**src/rtl/warm_rst_seq_if.sv**
```systemverilog
// Warm-reset request/acknowledge bundle between a requester and warm_rst_seq.
// Handshake: warm_req_i is a level sampled every edge; acceptance is a one-cycle warm_ack_o pulse, after which the requester may drop warm_req_i.
interface warm_rst_seq_if;
  logic       warm_req_i;
  logic       warm_ack_o;
  logic       busy_o;
  logic [7:0] warm_cnt_o;
  logic [2:0] state_dbg;

  modport master (
    output warm_req_i,
    input  warm_ack_o,
    input  busy_o,
    input  warm_cnt_o,
    input  state_dbg
  );

  modport slave (
    input  warm_req_i,
    output warm_ack_o,
    output busy_o,
    output warm_cnt_o,
    output state_dbg
  );
endinterface

```
**src/rtl/warm_rst_seq.sv**
```systemverilog
// SPARC core reset sequencer: cold power-up ordering plus warm-reset teardown/re-run.
// Optional WARM_RST_PEND_EN: requests seen outside RUN are remembered and replace the next RUN entry.
module warm_rst_seq #(
  parameter int T_HOLD = 8,
  parameter int T_ARST = 8,
  parameter int T_CKEN = 8,
  parameter int T_GRST = 8,
  parameter int T_PD   = 4
) (
  input  logic          sys_clock_i,
  input  logic          sys_reset_i,
  warm_rst_seq_if.slave warm_bus,
  output logic          cluster_cken_o,
  output logic          cmp_grst_o,
  output logic          cmp_arst_o,
  output logic          ctu_tst_pre_grst_o,
  output logic          adbginit_o,
  output logic          gdbginit_o,
  output logic          sys_reset_final_o
);

  // Last counter value of each phase; a length of 0 behaves like 1.
  localparam logic [7:0] HOLD_LAST = (T_HOLD <= 1) ? 8'd0 : 8'(T_HOLD - 1);
  localparam logic [7:0] ARST_LAST = (T_ARST <= 1) ? 8'd0 : 8'(T_ARST - 1);
  localparam logic [7:0] CKEN_LAST = (T_CKEN <= 1) ? 8'd0 : 8'(T_CKEN - 1);
  localparam logic [7:0] GRST_LAST = (T_GRST <= 1) ? 8'd0 : 8'(T_GRST - 1);
  localparam logic [7:0] PD_LAST   = (T_PD   <= 1) ? 8'd0 : 8'(T_PD - 1);

  typedef enum logic [2:0] {
    S_HOLD     = 3'd0,
    S_ARST     = 3'd1,
    S_CKEN     = 3'd2,
    S_GRST     = 3'd3,
    S_RUN      = 3'd4,
    S_PD_FINAL = 3'd5,
    S_PD_GRST  = 3'd6,
    S_PD_CKEN  = 3'd7
  } state_t;

  // Bit order: {cken, grst, arst, pre_grst, adbginit, gdbginit, final}
  localparam logic [6:0] HOLD_VEC = 7'b0000001;

  state_t     state_q, state_d;
  logic [7:0] cnt_q, cnt_d;
  logic [7:0] phase_last;
  logic [7:0] warm_cnt_q, warm_cnt_d;
  logic       phase_done;
  logic       pend_hit;
  logic       accept;
  logic       ack_q;
  logic       busy_q;
  logic [6:0] rst_vec_q, rst_vec_d;

  function automatic logic [6:0] decode(input state_t s);
    logic [6:0] v;
    case (s)
      S_HOLD:     v = 7'b0000001;
      S_ARST:     v = 7'b0010101;
      S_CKEN:     v = 7'b1011101;
      S_GRST:     v = 7'b1111111;
      S_RUN:      v = 7'b1111110;
      S_PD_FINAL: v = 7'b1111111;
      S_PD_GRST:  v = 7'b1011101;
      S_PD_CKEN:  v = 7'b0010101;
      default:    v = 7'b0000001;
    endcase
    return v;
  endfunction

`ifdef WARM_RST_PEND_EN
  logic pend_q, pend_d;

  // A request sampled on the GRST exit edge itself also diverts RUN.
  assign pend_hit = pend_q | warm_bus.warm_req_i;

  always_comb begin
    pend_d = pend_q;
    if (accept) begin
      pend_d = 1'b0;
    end else if (state_q != S_RUN && warm_bus.warm_req_i) begin
      pend_d = 1'b1;
    end
  end

  always_ff @(posedge sys_clock_i) begin
    if (sys_reset_i) begin
      pend_q <= 1'b0;
    end else begin
      pend_q <= pend_d;
    end
  end
`else
  assign pend_hit = 1'b0;
`endif

  always_comb begin
    phase_last = 8'd0;
    case (state_q)
      S_HOLD:                          phase_last = HOLD_LAST;
      S_ARST:                          phase_last = ARST_LAST;
      S_CKEN:                          phase_last = CKEN_LAST;
      S_GRST:                          phase_last = GRST_LAST;
      S_PD_FINAL, S_PD_GRST, S_PD_CKEN: phase_last = PD_LAST;
      default:                         phase_last = 8'd0;
    endcase
  end

  assign phase_done = (cnt_q == phase_last);

  always_comb begin
    state_d = state_q;
    case (state_q)
      S_HOLD:     if (phase_done) state_d = S_ARST;
      S_ARST:     if (phase_done) state_d = S_CKEN;
      S_CKEN:     if (phase_done) state_d = S_GRST;
      S_GRST:     if (phase_done) state_d = pend_hit ? S_PD_FINAL : S_RUN;
      S_RUN:      if (warm_bus.warm_req_i) state_d = S_PD_FINAL;
      S_PD_FINAL: if (phase_done) state_d = S_PD_GRST;
      S_PD_GRST:  if (phase_done) state_d = S_PD_CKEN;
      S_PD_CKEN:  if (phase_done) state_d = S_HOLD;
      default:    state_d = S_HOLD;
    endcase
  end

  always_comb begin
    accept     = (state_d == S_PD_FINAL) && (state_q != S_PD_FINAL);
    cnt_d      = ((state_d != state_q) || (state_q == S_RUN)) ? 8'd0 : cnt_q + 8'd1;
    warm_cnt_d = warm_cnt_q;
    if (state_q == S_PD_CKEN && state_d == S_HOLD && warm_cnt_q != 8'hFF) begin
      warm_cnt_d = warm_cnt_q + 8'd1;
    end
    rst_vec_d  = decode(state_d);
  end

  always_ff @(posedge sys_clock_i) begin
    if (sys_reset_i) begin
      state_q    <= S_HOLD;
      cnt_q      <= 8'd0;
      warm_cnt_q <= 8'd0;
      ack_q      <= 1'b0;
      busy_q     <= 1'b1;
      rst_vec_q  <= HOLD_VEC;
    end else begin
      state_q    <= state_d;
      cnt_q      <= cnt_d;
      warm_cnt_q <= warm_cnt_d;
      ack_q      <= accept;
      busy_q     <= (state_d != S_RUN);
      rst_vec_q  <= rst_vec_d;
    end
  end

  assign cluster_cken_o      = rst_vec_q[6];
  assign cmp_grst_o          = rst_vec_q[5];
  assign cmp_arst_o          = rst_vec_q[4];
  assign ctu_tst_pre_grst_o  = rst_vec_q[3];
  assign adbginit_o          = rst_vec_q[2];
  assign gdbginit_o          = rst_vec_q[1];
  assign sys_reset_final_o   = rst_vec_q[0];

  assign warm_bus.warm_ack_o = ack_q;
  assign warm_bus.busy_o     = busy_q;
  assign warm_bus.warm_cnt_o = warm_cnt_q;
  assign warm_bus.state_dbg  = state_q;

  ack_only_in_pd_final: assert property (@(posedge sys_clock_i) disable iff (sys_reset_i)
    ack_q |-> (state_q == S_PD_FINAL));

  ack_single_cycle: assert property (@(posedge sys_clock_i) disable iff (sys_reset_i)
    ack_q |=> !ack_q);

  busy_tracks_state: assert property (@(posedge sys_clock_i) disable iff (sys_reset_i)
    busy_q == (state_q != S_RUN));

  outputs_track_state: assert property (@(posedge sys_clock_i) disable iff (sys_reset_i)
    rst_vec_q == decode(state_q));

  warm_cnt_saturates: assert property (@(posedge sys_clock_i) disable iff (sys_reset_i)
    (warm_cnt_q == 8'hFF) |=> (warm_cnt_q == 8'hFF));

endmodule

```
**src/flat_wrapper.sv**
```systemverilog
// flat-port wrapper written by rule: the top's interface ports become plain ports
module warm_rst_seq_flat 
#(
  parameter int T_HOLD = 8,
  parameter int T_ARST = 8,
  parameter int T_CKEN = 8,
  parameter int T_GRST = 8,
  parameter int T_PD   = 4
)
  (sys_clock_i, sys_reset_i, cluster_cken_o, cmp_grst_o, cmp_arst_o, ctu_tst_pre_grst_o, adbginit_o, gdbginit_o, sys_reset_final_o, warm_bus_warm_req_i, warm_bus_warm_ack_o, warm_bus_busy_o, warm_bus_warm_cnt_o, warm_bus_state_dbg);
  warm_rst_seq_if warm_bus_i ();
  input  logic sys_clock_i;
  input  logic sys_reset_i;
  output logic cluster_cken_o;
  output logic cmp_grst_o;
  output logic cmp_arst_o;
  output logic ctu_tst_pre_grst_o;
  output logic adbginit_o;
  output logic gdbginit_o;
  output logic sys_reset_final_o;
  input wire logic [$bits(warm_bus_i.warm_req_i)-1:0] warm_bus_warm_req_i;
  output wire logic [$bits(warm_bus_i.warm_ack_o)-1:0] warm_bus_warm_ack_o;
  output wire logic [$bits(warm_bus_i.busy_o)-1:0] warm_bus_busy_o;
  output wire logic [$bits(warm_bus_i.warm_cnt_o)-1:0] warm_bus_warm_cnt_o;
  output wire logic [$bits(warm_bus_i.state_dbg)-1:0] warm_bus_state_dbg;
  assign warm_bus_i.warm_req_i = warm_bus_warm_req_i;
  assign warm_bus_warm_ack_o = warm_bus_i.warm_ack_o;
  assign warm_bus_busy_o = warm_bus_i.busy_o;
  assign warm_bus_warm_cnt_o = warm_bus_i.warm_cnt_o;
  assign warm_bus_state_dbg = warm_bus_i.state_dbg;
  warm_rst_seq #(.T_HOLD(T_HOLD), .T_ARST(T_ARST), .T_CKEN(T_CKEN), .T_GRST(T_GRST), .T_PD(T_PD)) u_core (.sys_clock_i(sys_clock_i), .sys_reset_i(sys_reset_i), .warm_bus(warm_bus_i), .cluster_cken_o(cluster_cken_o), .cmp_grst_o(cmp_grst_o), .cmp_arst_o(cmp_arst_o), .ctu_tst_pre_grst_o(ctu_tst_pre_grst_o), .adbginit_o(adbginit_o), .gdbginit_o(gdbginit_o), .sys_reset_final_o(sys_reset_final_o));
endmodule
```
**config.mk**
```make
export PLATFORM = sky130hd
export DESIGN_NAME = warm_rst_seq_flat
export DESIGN_NICKNAME = d
export VERILOG_FILES = /design/src/rtl/warm_rst_seq_if.sv /design/src/rtl/warm_rst_seq.sv /design/src/flat_wrapper.sv
export SDC_FILE = /design/constraint.sdc
export NUM_CORES = 1
export LEC_CHECK = 0
export BUFFER_PORTS_ARGS = -buffer_cell sky130_fd_sc_hd__buf_2
export CELL_PAD_IN_SITES_DETAIL_PLACEMENT = 0
export CELL_PAD_IN_SITES_GLOBAL_PLACEMENT = 1
export CORE_MARGIN = 1.5
export CORE_UTILIZATION = 43
export DETAILED_ROUTE_END_ITERATION = 8
export PLACE_DENSITY_LB_ADDON = 0.08
export SLEW_MARGIN = 5
export SYNTH_ARGS = -nofsm -noshare
export SYNTH_HDL_FRONTEND = slang
export SYNTH_SLANG_ARGS = --single-unit
```
**constraint.sdc**
```tcl
create_clock -name sys_clock_i -period 3.1 [get_ports sys_clock_i]
set_input_delay 0.31 -clock sys_clock_i [delete_from_list [all_inputs] [get_ports sys_clock_i]]
set_output_delay 0.31 -clock sys_clock_i [all_outputs]
set_load 0.03 [all_outputs]
```
==> results of run 1 <==
-- area by class of cell --
| class | instances | area [um2] | share of cell area (%) |
|---|---|---|---|
| clock buffer | 4 | 26.3 | 1.98 |
| inverter | 2 | 7.51 | 0.565 |
| tap | 30 | 37.5 | 2.82 |
| multi-input combinational | 94 | 632 | 47.6 |
| timing repair buffer | 24 | 125 | 9.42 |
| sequential | 25 | 500 | 37.7 |
-- state kept, by name (all words and copies together) (netlist names) --
name / flops
u_core.warm_bus.warm_cnt_o: 8
u_core.rst_vec_q: 4
u_core.warm_bus.warm_ack_o: 1
u_core.warm_bus.busy_o: 1
u_core.warm_bus.state_dbg: 3
u_core.cnt_q: 8
-- path summary, 6_finish.rpt --
path / endpoint / from / cells after the start
max reg2reg: u_core.cnt_q[5] / u_core.warm_bus.state_dbg[2] / 5
max: u_core.cnt_q[5] / u_core.warm_bus.state_dbg[2] / 5
min: u_core.warm_bus.warm_ack_o / warm_bus_warm_req_i / 3
min reg2reg: u_core.cnt_q[0] / u_core.cnt_q[0] / 1
-- through the flow --
| step | area, um2 | std cells | util, % | worst slack, ps |
|---|---|---|---|---|
| global route | 1330 | 179 | 52.2 | 282 |
| finish | 1330 | 179 | 52.2 | 471 |
| detailed placement | 1300 | 175 | 51.2 | 500 |
| floorplan | 1190 | 131 | - | 813 |
| CTS | 1330 | 179 | 52.2 | 466 |
| global placement | 1300 | 175 | 51.2 | 580 |
-- per-layer routing --
| layer | part of all wire, % | up-vias |
|---|---|---|
| met1 | 46 | 447 |
| met3 | 3.6 | 4 |
| li1 | - | 506 |
| met2 | 49 | 19 |
| met5 | 0 | - |
| met4 | 1.5 | 0 |
-- worst register-to-register path: stages (launching register included) --
cell,delay [ps]
dfxtp_1,590
or3b_2,540
mux2i_1,160
nor4_1,500
a2bb2oi_1,600
nor2_1,120
-- cell usage after synthesis (3+ instances only) --
| cell type | number | share of area, % |
|---|---|---|
| dfxtp_1 | 25 | 42 |
| nor2_1 | 17 | 5.4 |
| xor2_1 | 9 | 6.6 |
| a21oi_1 | 7 | 2.9 |
| nand3_1 | 6 | 2.5 |
| nand2_1 | 5 | 1.6 |
| nand4_1 | 5 | 2.6 |
| nor3_1 | 5 | 2.1 |
| clkbuf_1 | 4 | 1.3 |
| o21ai_0 | 4 | 1.7 |
| buf_2 | 3 | 1.3 |
| buf_4 | 3 | 1.9 |
| or3_2 | 3 | 1.9 |
-- logic make-up (layout without fill, tap and decap cells) --
logic type	Yosys count	count (layout)	share of synthesized area, %
xor gates and xnor gates	10	10	7.35
buffers and inverters	12	30	5.04
muxes	4	4	3.57
AOI/OAI and AO/OA	21	21	12.1
adders and majority gates	2	2	2.10
and+or+nand+nor	57	57	27.9
DFF	25	25	42.0
-- report_power, final --
group	internal (W)	leakage, nW	switching [W]
sequential	0.000325	0.202	0.00000467
clock	0.0000502	0.0150	0.0000897
combinational	0.00000999	0.349	0.0000177
total	0.000385	0.566	0.000112
==> run metrics, run 1 <==
number of global-route vias before repair=921; Post-Syn Area per Cell=9.10 um2; GRT overflow=0; initial DRC count=11; Post-CTS Hold Buffers=0; Worst-Skew Late Latency=310 ps; Initial Util=between 40% and 50%; total number of vias=976; Tightest Hold Check Type=primary input to flip-flop; Port Buf Inserts=22; FILL cells=around 260; clock slew at the register clock pins of the worst setup and hold paths=around 130 ps; register area share after synthesis=42.0%; type of origin of the critical path=flip-flop; commonest non-fill, non-tap cell in the layout=dfxtp_1; Hold WS=269 ps; fin crit share=a little over four fifths; GRT busiest layer=met2; worst-margin pin slew=630 ps; Yosys cell types=40; EDFF count, synth=0; Peak VDD IR=about 0.22 mV; gr usage total=around 16%; share of layout cells above drive strength 1=around 25%; cts repair resizes=0; Syn Std Cell Area=roughly 1200 um2; unrepaired setup endpoints after global routing=false; Die Ht=55.7 um; Pwr Total=0.000497 W; n_diodes=0; worst path required time=3280 ps; post-synthesis register bit count=25; GR Util met1=20.1%; Lkg Pwr=0.566 nW; Max stage delay cell, worst path=a2bb2oi_1; DR DRC count=0; Final nets=155; ANT nets after route=0; DR pass1 iterations=4; crit-path max cell delay=600 ps; root buf cell=clkbuf_4; Max-Cap Viols=0; core area=2540 um2; crit-path cells=or3b_2, mux2i_1, nor4_1, a2bb2oi_1, nor2_1; DP HPWL=between 1500 and 2000 um; Final min period=about 2600 ps; Worst setup EP type=flip-flop; status=completed; largest net degree at the start of global routing=21; reg-to-reg slack, setup=about 470 ps; slew margin rel.=~58%; total clock sinks=25; Cells after Synth=131; Die ar.=3100 um2; CTS H-tree lvls=1; Worst Path Arrival=2810 ps; asr flop ratio synth=0%; most frequent cells in the layout=dfxtp_1, buf_2, nor2_1, xor2_1, a21oi_1; CTS tree=done; first-pass GRT wire length=4010 um; WL final=2340 um; drt wl/cell=between 10 and 15 um; initial antenna violation count=0; Num CTS Buffers=3; f_max=~0.38 GHz; CP Buf/Inv Count=0; count of final setup violators=0; GR Layer Usage met2=27.4%; Synth Flop Type=dfxtp_1; power density of the placed cells=374 nW/um2; FP Rows=18; GPL Wtd Cong=~0.77; Final Max Tran Viols=0; I/O pins=23; met3 Use GR=around 2.6%; Clock Skews=3.30 ps; WS Path Type=flip-flop to flip-flop; final hold vios=0; die width=55.7 um; synth-to-layout area growth=11.4%; Via density=5.45; Bufs on Longest Clock Path=2; warnings from Yosys=0; Post-Syn Nets=136; postcts setup bufs=0; delay-heaviest family, CP=simple AND/OR/NAND/NOR gates; setup TNS=0 ps; largest fanout on the critical path=14
Power figures use the tool's default switching activity.
==> inputs of run 2 (changes only) <==
CORE_UTILIZATION = 40   (was 43)
clock period = 2.62 ns   (was 3.1 ns; I/O delays follow)
==> run 2 against run 1 <==
  * Cell area grew 1.2%
  * Utilization shrank 3.9 points
  * Die area grew 7.1%
  * Combinational power grew 21%
==> run metrics, run 2 (synthesis gave the netlist of run 1 again) <==
number of global-route vias before repair=905 (-1.7%); total clock sinks=25 (unchanged); CTS H-tree lvls=1 (unchanged); postcts setup bufs=0 (unchanged); first-pass GRT wire length=4000 um (-0.15%); Port Buf Inserts=22 (unchanged); initial antenna violation count=0 (unchanged); Lkg Pwr=0.577 nW (+1.8%); Initial Util=42.9% (-4.0 points); slew margin rel.=59.8% (+1.9 points); Worst setup EP type=flip-flop; worst path required time=2840 ps (-440 ps); CTS tree=done; Final nets=157 (+1.3%); initial DRC count=21 (+10); Num CTS Buffers=3 (unchanged); worst-margin pin slew=598 ps (-32.1 ps); Die Ht=57.6 um (+3.5%); fin crit share=84.7% (-0.12 points); core area=2780 um2 (+9.3%); drt wl/cell=12.5 um (-4.1%); Worst Path Arrival=2430 ps (-380 ps); Peak VDD IR=0.250 mV (+15%); Max-Cap Viols=0 (unchanged); WL final=2280 um (-2.5%); GRT overflow=0 (unchanged); FILL cells=278 (+5.7%); WHS Path Cells=3 (unchanged); DP HPWL=1660 um (-4.6%); Tightest Hold Check Type=primary input to flip-flop; FP Rows=19 (+1); final hold vios=0 (unchanged); synth-to-layout area growth=12.8%; gr usage total=15.5% (-0.77 points); root buf cell=clkbuf_4; GPL Wtd Cong=0.776 (+0.23%); n_diodes=0 (unchanged); Final Max Tran Viols=0 (unchanged); min-delay src=warm_bus_warm_req_i; Final min period=2220 ps (-410 ps); share of layout cells above drive strength 1=25.8% (+1.0 points); die width=57.6 um (+3.5%); clock slew at the register clock pins of the worst setup and hold paths=130 ps (about the same); count of final setup violators=0 (unchanged); Hold WS=198 ps (-71.3 ps); I/O pins=23 (unchanged); Post-CTS Hold Buffers=0 (unchanged); most frequent cells in the layout=dfxtp_1, buf_2, nor2_1, xor2_1, a21oi_1; WS Path Type=flip-flop to flip-flop; reg2reg path depth=6 (+1); DR DRC count=0 (unchanged); largest net degree at the start of global routing=21 (unchanged); ANT nets after route=0 (unchanged); storage element area=500 um2 (unchanged); commonest non-fill, non-tap cell in the layout=dfxtp_1; DR pass1 iterations=4 (unchanged); type of origin of the critical path=flip-flop; Bufs on Longest Clock Path=2 (unchanged); unrepaired setup endpoints after global routing=false; cts repair resizes=0 (unchanged); setup TNS=0 ps (unchanged); Worst R2R Start=u_core.warm_bus.state_dbg[0]; CP startpoint=u_core.warm_bus.state_dbg[0]; Worst-Skew Late Latency=300 ps (about the same); f_max=0.451 GHz (+18%); status=completed; power density of the placed cells=439 nW/um2 (+17%); Via density=5.49 (+0.77%); Clock Skews=2.92 ps (-0.375 ps); area of the multi-input gates=632 um2 (unchanged); total number of vias=1000 (+2.5%); Die ar.=3320 um2 (+7.1%); largest fanout on the critical path=13 (-1)
==> run 2: path summary, 6_finish.rpt <==
check | endpoint | slack (ps)
worst max-delay path | u_core.cnt_q[5] | 400
worst min-delay path | u_core.warm_bus.warm_ack_o | 200
worst max register to register | u_core.cnt_q[5] | 400
worst min register to register | u_core.cnt_q[0] | 470
==> run 2: layout make-up <==
class / count / share of cell area [%]
Inverter: 2 / 0.558
Multi-Input combinational cell: 94 / 47.0
Clock buffer: 4 / 1.95
Tap cell: 31 / 2.88
Sequential cell: 25 / 37.2
Timing Repair Buffer: 26 / 10.4
==> run 2: power by group <==
group	leakage, nW	switching, W	internal [W]
combinational	0.360	0.0000208	0.0000128
clock	0.0150	0.000107	0.0000593
sequential	0.202	0.00000559	0.000385
total	0.577	0.000133	0.000457
==> run 2: metal layers <==
| metal | GRT usage, % | vias up | part of all wire [%] |
|---|---|---|---|
| met1 | 19.9 | 469 | 46 |
| met3 | 2.95 | 2 | 4.9 |
| li1 | - | 507 | - |
| met4 | 6.98 | 0 | 0.97 |
| met5 | 0 | - | 0 |
| met2 | 25.3 | 22 | 48 |
==> run 2: critical path, cell delays in order, from the launching register on <==
cell and delay (ps):
dfxtp_1 440, or3b_2 540, mux2i_1 160, nor4_1 530, a2bb2oi_1 230, buf_4 170, nor2_1 50
==> run 2: per-stage QoR <==
step / utilization (%) / cell area (um2) / worst slack [ps] / total power [W] / std cells
6_report: 48.4 / 1350 / 402 / 0.000590 / 182
5_1_grt: 48.4 / 1350 / 181 / 0.000623 / 182
4_1_cts: 48.4 / 1350 / 404 / 0.000600 / 182
3_5_place_dp: 47.4 / 1320 / 438 / 0.000433 / 178
3_3_place_gp: 47.4 / 1320 / 510 / 0.000432 / 178
2_1_floorplan: - / 1190 / 333 / 0.000423 / 131
